<file path="config.mk">
export PLATFORM = sky130hd
export DESIGN_NAME = font_rom_arbiter
export DESIGN_NICKNAME = d
export VERILOG_FILES = /design/src/rtl/font_rom_arbiter.sv
export SDC_FILE = /design/constraint.sdc
export NUM_CORES = 1
export LEC_CHECK = 0
export BUFFER_PORTS_ARGS = -buffer_cell sky130_fd_sc_hd__buf_4
export CAP_MARGIN = 20
export CORE_AREA = 2 2 41 71
export CTS_BUF_LIST = sky130_fd_sc_hd__clkbuf_16
export DETAILED_ROUTE_END_ITERATION = 8
export DIE_AREA = 0 0 43 73
export PLACE_DENSITY_LB_ADDON = 0.1
export SETUP_SLACK_MARGIN = 0.4
export SLEW_MARGIN = 20
export SYNTH_ARGS = -nofsm -noshare
export SYNTH_HDL_FRONTEND = slang
export SYNTH_SLANG_ARGS = --single-unit
</file>
<file path="constraint.sdc">
create_clock -name clk -period 1.8 [get_ports clk]
set_input_delay 0.18 -clock clk [delete_from_list [all_inputs] [get_ports clk]]
set_output_delay 0.18 -clock clk [all_outputs]
set_load 0.05 [all_outputs]
</file>
<file path="src/rtl/font_rom_arbiter.sv">
// Shares one synchronous font ROM between N_REQ text requesters: round-robin grant,
// registered ROM address, tagged return. Define FONT_ARB_FIXED_PRIO_EN for fixed priority.
module font_rom_arbiter #(
  parameter int N_REQ   = 2,
  parameter int ADDR_W  = 11,
  parameter int DATA_W  = 8,
  parameter int ROM_LAT = 1
) (
  input  logic                    clk,
  input  logic                    rst,
  input  logic [N_REQ-1:0]        req,
  input  logic [N_REQ*ADDR_W-1:0] req_addr,
  output logic [N_REQ-1:0]        gnt,
  output logic [N_REQ-1:0]        rvalid,
  output logic [DATA_W-1:0]       rdata,
  output logic [ADDR_W-1:0]       rom_addr,
  input  logic [DATA_W-1:0]       rom_data,
  output logic                    busy
);

  localparam int ID_W  = (N_REQ > 1) ? $clog2(N_REQ) : 1;
  localparam int DEPTH = ROM_LAT + 1;

  logic [ADDR_W-1:0] w_addr [N_REQ];
  logic              w_found;
  logic [ID_W-1:0]   w_win;

  genvar gi;
  generate
    for (gi = 0; gi < N_REQ; gi++) begin : g_addr
      assign w_addr[gi] = req_addr[gi*ADDR_W +: ADDR_W];
    end
  endgenerate

`ifdef FONT_ARB_FIXED_PRIO_EN
  // Lowest index wins: scanning downwards leaves the smallest requester last.
  always_comb begin
    w_found = 1'b0;
    w_win   = '0;
    for (int k = N_REQ - 1; k >= 0; k--) begin
      if (req[k]) begin
        w_found = 1'b1;
        w_win   = ID_W'(k);
      end
    end
  end
`else
  logic [ID_W-1:0] r_ptr;

  always_comb begin
    logic [ID_W:0] v_sum;
    v_sum   = '0;
    w_found = 1'b0;
    w_win   = '0;
    for (int k = 0; k < N_REQ; k++) begin
      v_sum = {1'b0, r_ptr} + (ID_W+1)'(k);
      if (v_sum >= (ID_W+1)'(N_REQ)) begin
        v_sum = v_sum - (ID_W+1)'(N_REQ);
      end
      if (!w_found && req[v_sum[ID_W-1:0]]) begin
        w_found = 1'b1;
        w_win   = v_sum[ID_W-1:0];
      end
    end
  end

  always_ff @(posedge clk or negedge rst) begin
    if (!rst) begin
      r_ptr <= '0;
    end else if (w_found) begin
      r_ptr <= (w_win == ID_W'(N_REQ - 1)) ? '0 : w_win + 1'b1;
    end
  end
`endif

  always_comb begin
    gnt = '0;
    if (w_found) begin
      gnt[w_win] = 1'b1;
    end
  end

  logic [ADDR_W-1:0] r_rom_addr;
  logic [DEPTH-1:0]  r_tag_vld;
  logic [ID_W-1:0]   r_tag_id [DEPTH];
  logic [N_REQ-1:0]  r_rvalid;
  logic [DATA_W-1:0] r_rdata;

  always_ff @(posedge clk or negedge rst) begin
    if (!rst) begin
      r_rom_addr   <= '0;
      r_tag_vld[0] <= 1'b0;
      r_tag_id[0]  <= '0;
    end else begin
      if (w_found) begin
        r_rom_addr <= w_addr[w_win];
      end
      r_tag_vld[0] <= w_found;
      r_tag_id[0]  <= w_win;
    end
  end

  // Tag stages track the fetch until rom_data for it is on the bus.
  generate
    for (gi = 1; gi < DEPTH; gi++) begin : g_tag
      always_ff @(posedge clk or negedge rst) begin
        if (!rst) begin
          r_tag_vld[gi] <= 1'b0;
          r_tag_id[gi]  <= '0;
        end else begin
          r_tag_vld[gi] <= r_tag_vld[gi-1];
          r_tag_id[gi]  <= r_tag_id[gi-1];
        end
      end
    end
  endgenerate

  always_ff @(posedge clk or negedge rst) begin
    if (!rst) begin
      r_rvalid <= '0;
      r_rdata  <= '0;
    end else begin
      r_rvalid <= '0;
      if (r_tag_vld[DEPTH-1]) begin
        r_rvalid[r_tag_id[DEPTH-1]] <= 1'b1;
        r_rdata                     <= rom_data;
      end
    end
  end

  assign rom_addr = r_rom_addr;
  assign rvalid   = r_rvalid;
  assign rdata    = r_rdata;
  assign busy     = |r_tag_vld;

`ifndef SYNTHESIS
  // A pending (requested, not yet granted) address must not move.
  generate
    for (gi = 0; gi < N_REQ; gi++) begin : g_chk
      a_addr_stable: assert property (@(posedge clk) disable iff (!rst)
        (req[gi] && !gnt[gi]) |=> (!req[gi] || $stable(req_addr[gi*ADDR_W +: ADDR_W])));
    end
  endgenerate
`endif

endmodule
</file>
==> metrics.csv <==
stage,metric,value,unit
outcome,status,"complete, no violations",
final_layout,Area Growth Syn to Fin,44.14,%
worst_setup_path,Worst Reg2Reg Path Length in Cells,4,
sta,slack of the critical path,439.0,ps
placed_design,hpwl dp,1850,microns
pwr,sw frac,0.3356,
routing,post-route ant nets,0,
final_layout,Inserted Diodes,0,
sta,headroom to the max-slew limit,0.6426,
worst_hold_path,Worst Hold Depth,2,
clock_network,TritonCTS clock tree,built,
global_route,met2 GRT Util,0.3114,
pwr,worst vdd ir,0.7136,mV
pwr,P per Cell Area,987.7,nW/um^2
sta,Fin Hold WS,143.2,ps
die,Ports,58,
final_layout,area of the multi-input gates,516.7,sq um
worst_hold_path,HP Class,in -> reg,
placed_design,placed cell areas,1640,sq um
global_route,vias in the first global route,970,
sta,Slew Limit Fails,0,
global_route,GRT busiest layer,met2,
sta,f_max,734.8,MHz
routing,initial drt markers,27,
die,core footprint,2628,sq um
placed_design,port bufs,57,
global_route,initial antenna violation count,0,
global_route,met1 GRT Util,0.1939,
clock_network,total CTS buffers,3,
synth,Mapped Area,1216,sq um
final_layout,register area,651.9,sq um
final_layout,"Design Area, Final",1753,sq um
worst_setup_path,CP Buf/Inv Count,2,
worst_setup_path,Critical Path Sink Type,output port,
clock_network,# clock sinks,26,
die,Initial Util,0.4629,
synth,Mapped Cells,95,
routing,post-DR vias/cell,5.428,
clock_network,clk_lat worst skew,260,ps
global_route,largest net degree at the start of global routing,27,
global_route,GRT overflow,0,
clock_network,Longest Clk Path Bufs,2,
clock_network,"Clk pin slew, worst setup/hold paths",60,ps
pwr,clock share of power,0.290,
die,Rows,25,
flow_run,MaxCap Viol Count,0,
worst_setup_path,kind of critical path,reg -> out,
worst_setup_path,WP depth,3,
synth,"Net Count, Synth",129,
synth,Synthesis Warnings,0,
placed_design,gpl congestion,0.6510,
sta,setup repair after global routing missed its margin,no,
worst_setup_path,CP cell instances,buf_6 -> a21boi_2 -> buf_6,
sta,slew at the pin with the worst max-slew slack,535.3,ps
routing,DRT Pass-1 Iters,2,
sta,Tmin final,1361,ps
worst_setup_path,data required time of the critical path,1620,ps
worst_setup_path,startpoint types,register,
sta,Tcrit/Tclk final,0.7561,
pwr,Reg power frac,0.392,
worst_setup_path,CP dominant cell by count,buf_6,
final_layout,layout cells sized above 1,0.6013,
synth,Yosys reg bits,26,
pwr,Switch Pwr,581.1,uW
sta,setup TNS,0,ps
worst_setup_path,worst-path maximum fanout,13,
final_layout,filler cell count,213,
pwr,leakage,0.7908,nW
worst_setup_path,slowest stage cell on the critical path,dfrtp_1,
placed_design,pre-CTS WS,518.4,ps
sta,"Hold Vio Cnt, Final",0,
sta,# setup viols final,0,
clock_network,H-tree Lvls,1,
die,chip width,43,microns
sta,clk_skew,0.9129,ps
clock_network,CTS root buf,clkbuf_16,
routing,via count,977,
routing,routed length per instance,14.36,microns
routing,Post-route DRC,0,
synth,average size of a mapped cell,12.80,sq um
pwr,Comb pwr share,0.319,
die,die area,3139,sq um
global_route,Total GRT Usage,0.1717,
pwr,P_int,1.150,mW
final_layout,Final Net Count,188,
worst_setup_path,slowest cell delay on critical path,420,ps
synth,sequential cell area fraction in the yosys report,0.5350,
worst_setup_path,crit-path leading delay family,flip-flops,
die,Die Span Y,73,microns
global_route,met3 usage,0.02228,
synth,Synth cell types,21,
global_route,first-pass GRT wire length,4071,microns
worst_setup_path,CP arrival,1180,ps
routing,total wire length,2585,microns
## power groups by stage
| stage | Combinational [mW] | Sequential, mW | Clock (mW) |
|---|---|---|---|
| 6_report | 0.552 | 0.678 | 0.501 |
| 5_1_grt | 0.582 | 0.685 | 0.517 |
| 4_1_cts | 0.554 | 0.678 | 0.505 |
| 3_5_place_dp | 0.541 | 0.692 | 0 |
| 3_3_place_gp | 0.533 | 0.690 | 0 |
| 2_1_floorplan | 0.177 | 0.874 | 0 |
## final cells by class
| type | count | share of cell area |
|---|---|---|
| clock buffers | 3 | 0.04283 |
| inverters | 1 | 0.002141 |
| repair buffers | 61 | 0.2670 |
| well taps | 27 | 0.01927 |
| clock inverters | 1 | 0.002141 |
| multi-input cells | 61 | 0.2948 |
| flip-flops and latches | 26 | 0.3719 |
## repair_timing
action	CTS	global route
resized for setup	2	1
setup endpoints to repair	3	1
endpoints found under the hold margin	26	0
hold buffers	1	0
setup buffers	2	0
## synthesized netlist by cell type
cell       n  area share
dfrtp_1   26        0.53
o21ai_0   11       0.045
mux2_2     8       0.074
a21oi_2    7       0.050
nand2b_1   7       0.036
o32ai_2    7       0.094
a21oi_1    4       0.016
o32ai_1    4       0.029
or2b_1     4       0.025
buf_4      3       0.019
buf_2      2      0.0082
nor2_1     2      0.0062
or2_2      2       0.010
a21boi_0   1      0.0062
a21o_1     1      0.0062
and2_1     1      0.0051
buf_8      1       0.012
clkbuf_1   1      0.0031
inv_2      1      0.0031
nor2b_1    1      0.0051
nor2b_4    1       0.011
## layer usage
layer,vias up,wire length (microns)
li1,465,-
met1,470,981
met2,37,1400
met3,5,149
met4,0,53
met5,-,0
## metrics by stage
step,instances,total power [mW],util
after floorplan,95,1.051,-
after global placement,173,1.223,0.6243
after detailed placement,173,1.233,0.6243
after CTS,180,1.738,0.6657
after global routing,180,1.784,0.6671
final,180,1.731,0.6671
## worst register-to-register path, cell delays in order (launching register included)
cell and delay [ps]:
dfrtp_1 410, nor2b_4 70, buf_4 190, o32ai_1 260
a21oi_1 60
## state kept, by name (all words and copies together), names as in the netlist
name	count
rom_addr	11
r_tag_vld	2
rdata	8
rvalid	2
r_ptr	1
r_tag_id	2
## logic make-up (layout without fill, tap and decap cells)
logic type / Yosys count / after routing / share of synthesized area
muxes: 8 / 8 / 0.07408
AOI/OAI and AO/OA: 35 / 35 / 0.2469
buffers and inverters: 8 / 66 / 0.04526
DFF: 26 / 26 / 0.5350
and+or+nand+nor: 18 / 18 / 0.09877
## layout by cell type, fill, tap and decap left out, drive strengths merged
cell type,n
nor2b,2
or2b,4
nor2,2
o21ai,11
a21o,1
nand2b,7
dfrtp,26
clkinv,1
or2,2
clkbuf,3
buf,60
inv,1
dlygate4sd3,1
o32ai,11
and2,1
mux2,8
a21oi,11
a21boi,1
## path summary, 6_finish.rpt
path / slack [ps] / end / startpoint
worst max-delay path: 440 / gnt[0] / r_ptr$_DFFE_PN0N_
worst min-delay path: 140 / r_tag_vld[0]$_DFF_PN0_ / req[1]
worst max register to register: 670 / rom_addr[1]$_DFFE_PN0N_ / r_ptr$_DFFE_PN0N_
worst min register to register: 350 / r_tag_id[0]$_DFF_PN0_ / r_tag_id[1]$_DFF_PN0_
max in group asynchronous: 1160 / r_tag_vld[1]$_DFF_PN0_ / rst
min in group asynchronous: 370 / rdata[0]$_DFFE_PN0P_ / rst
Power figures use the tool's default switching activity.
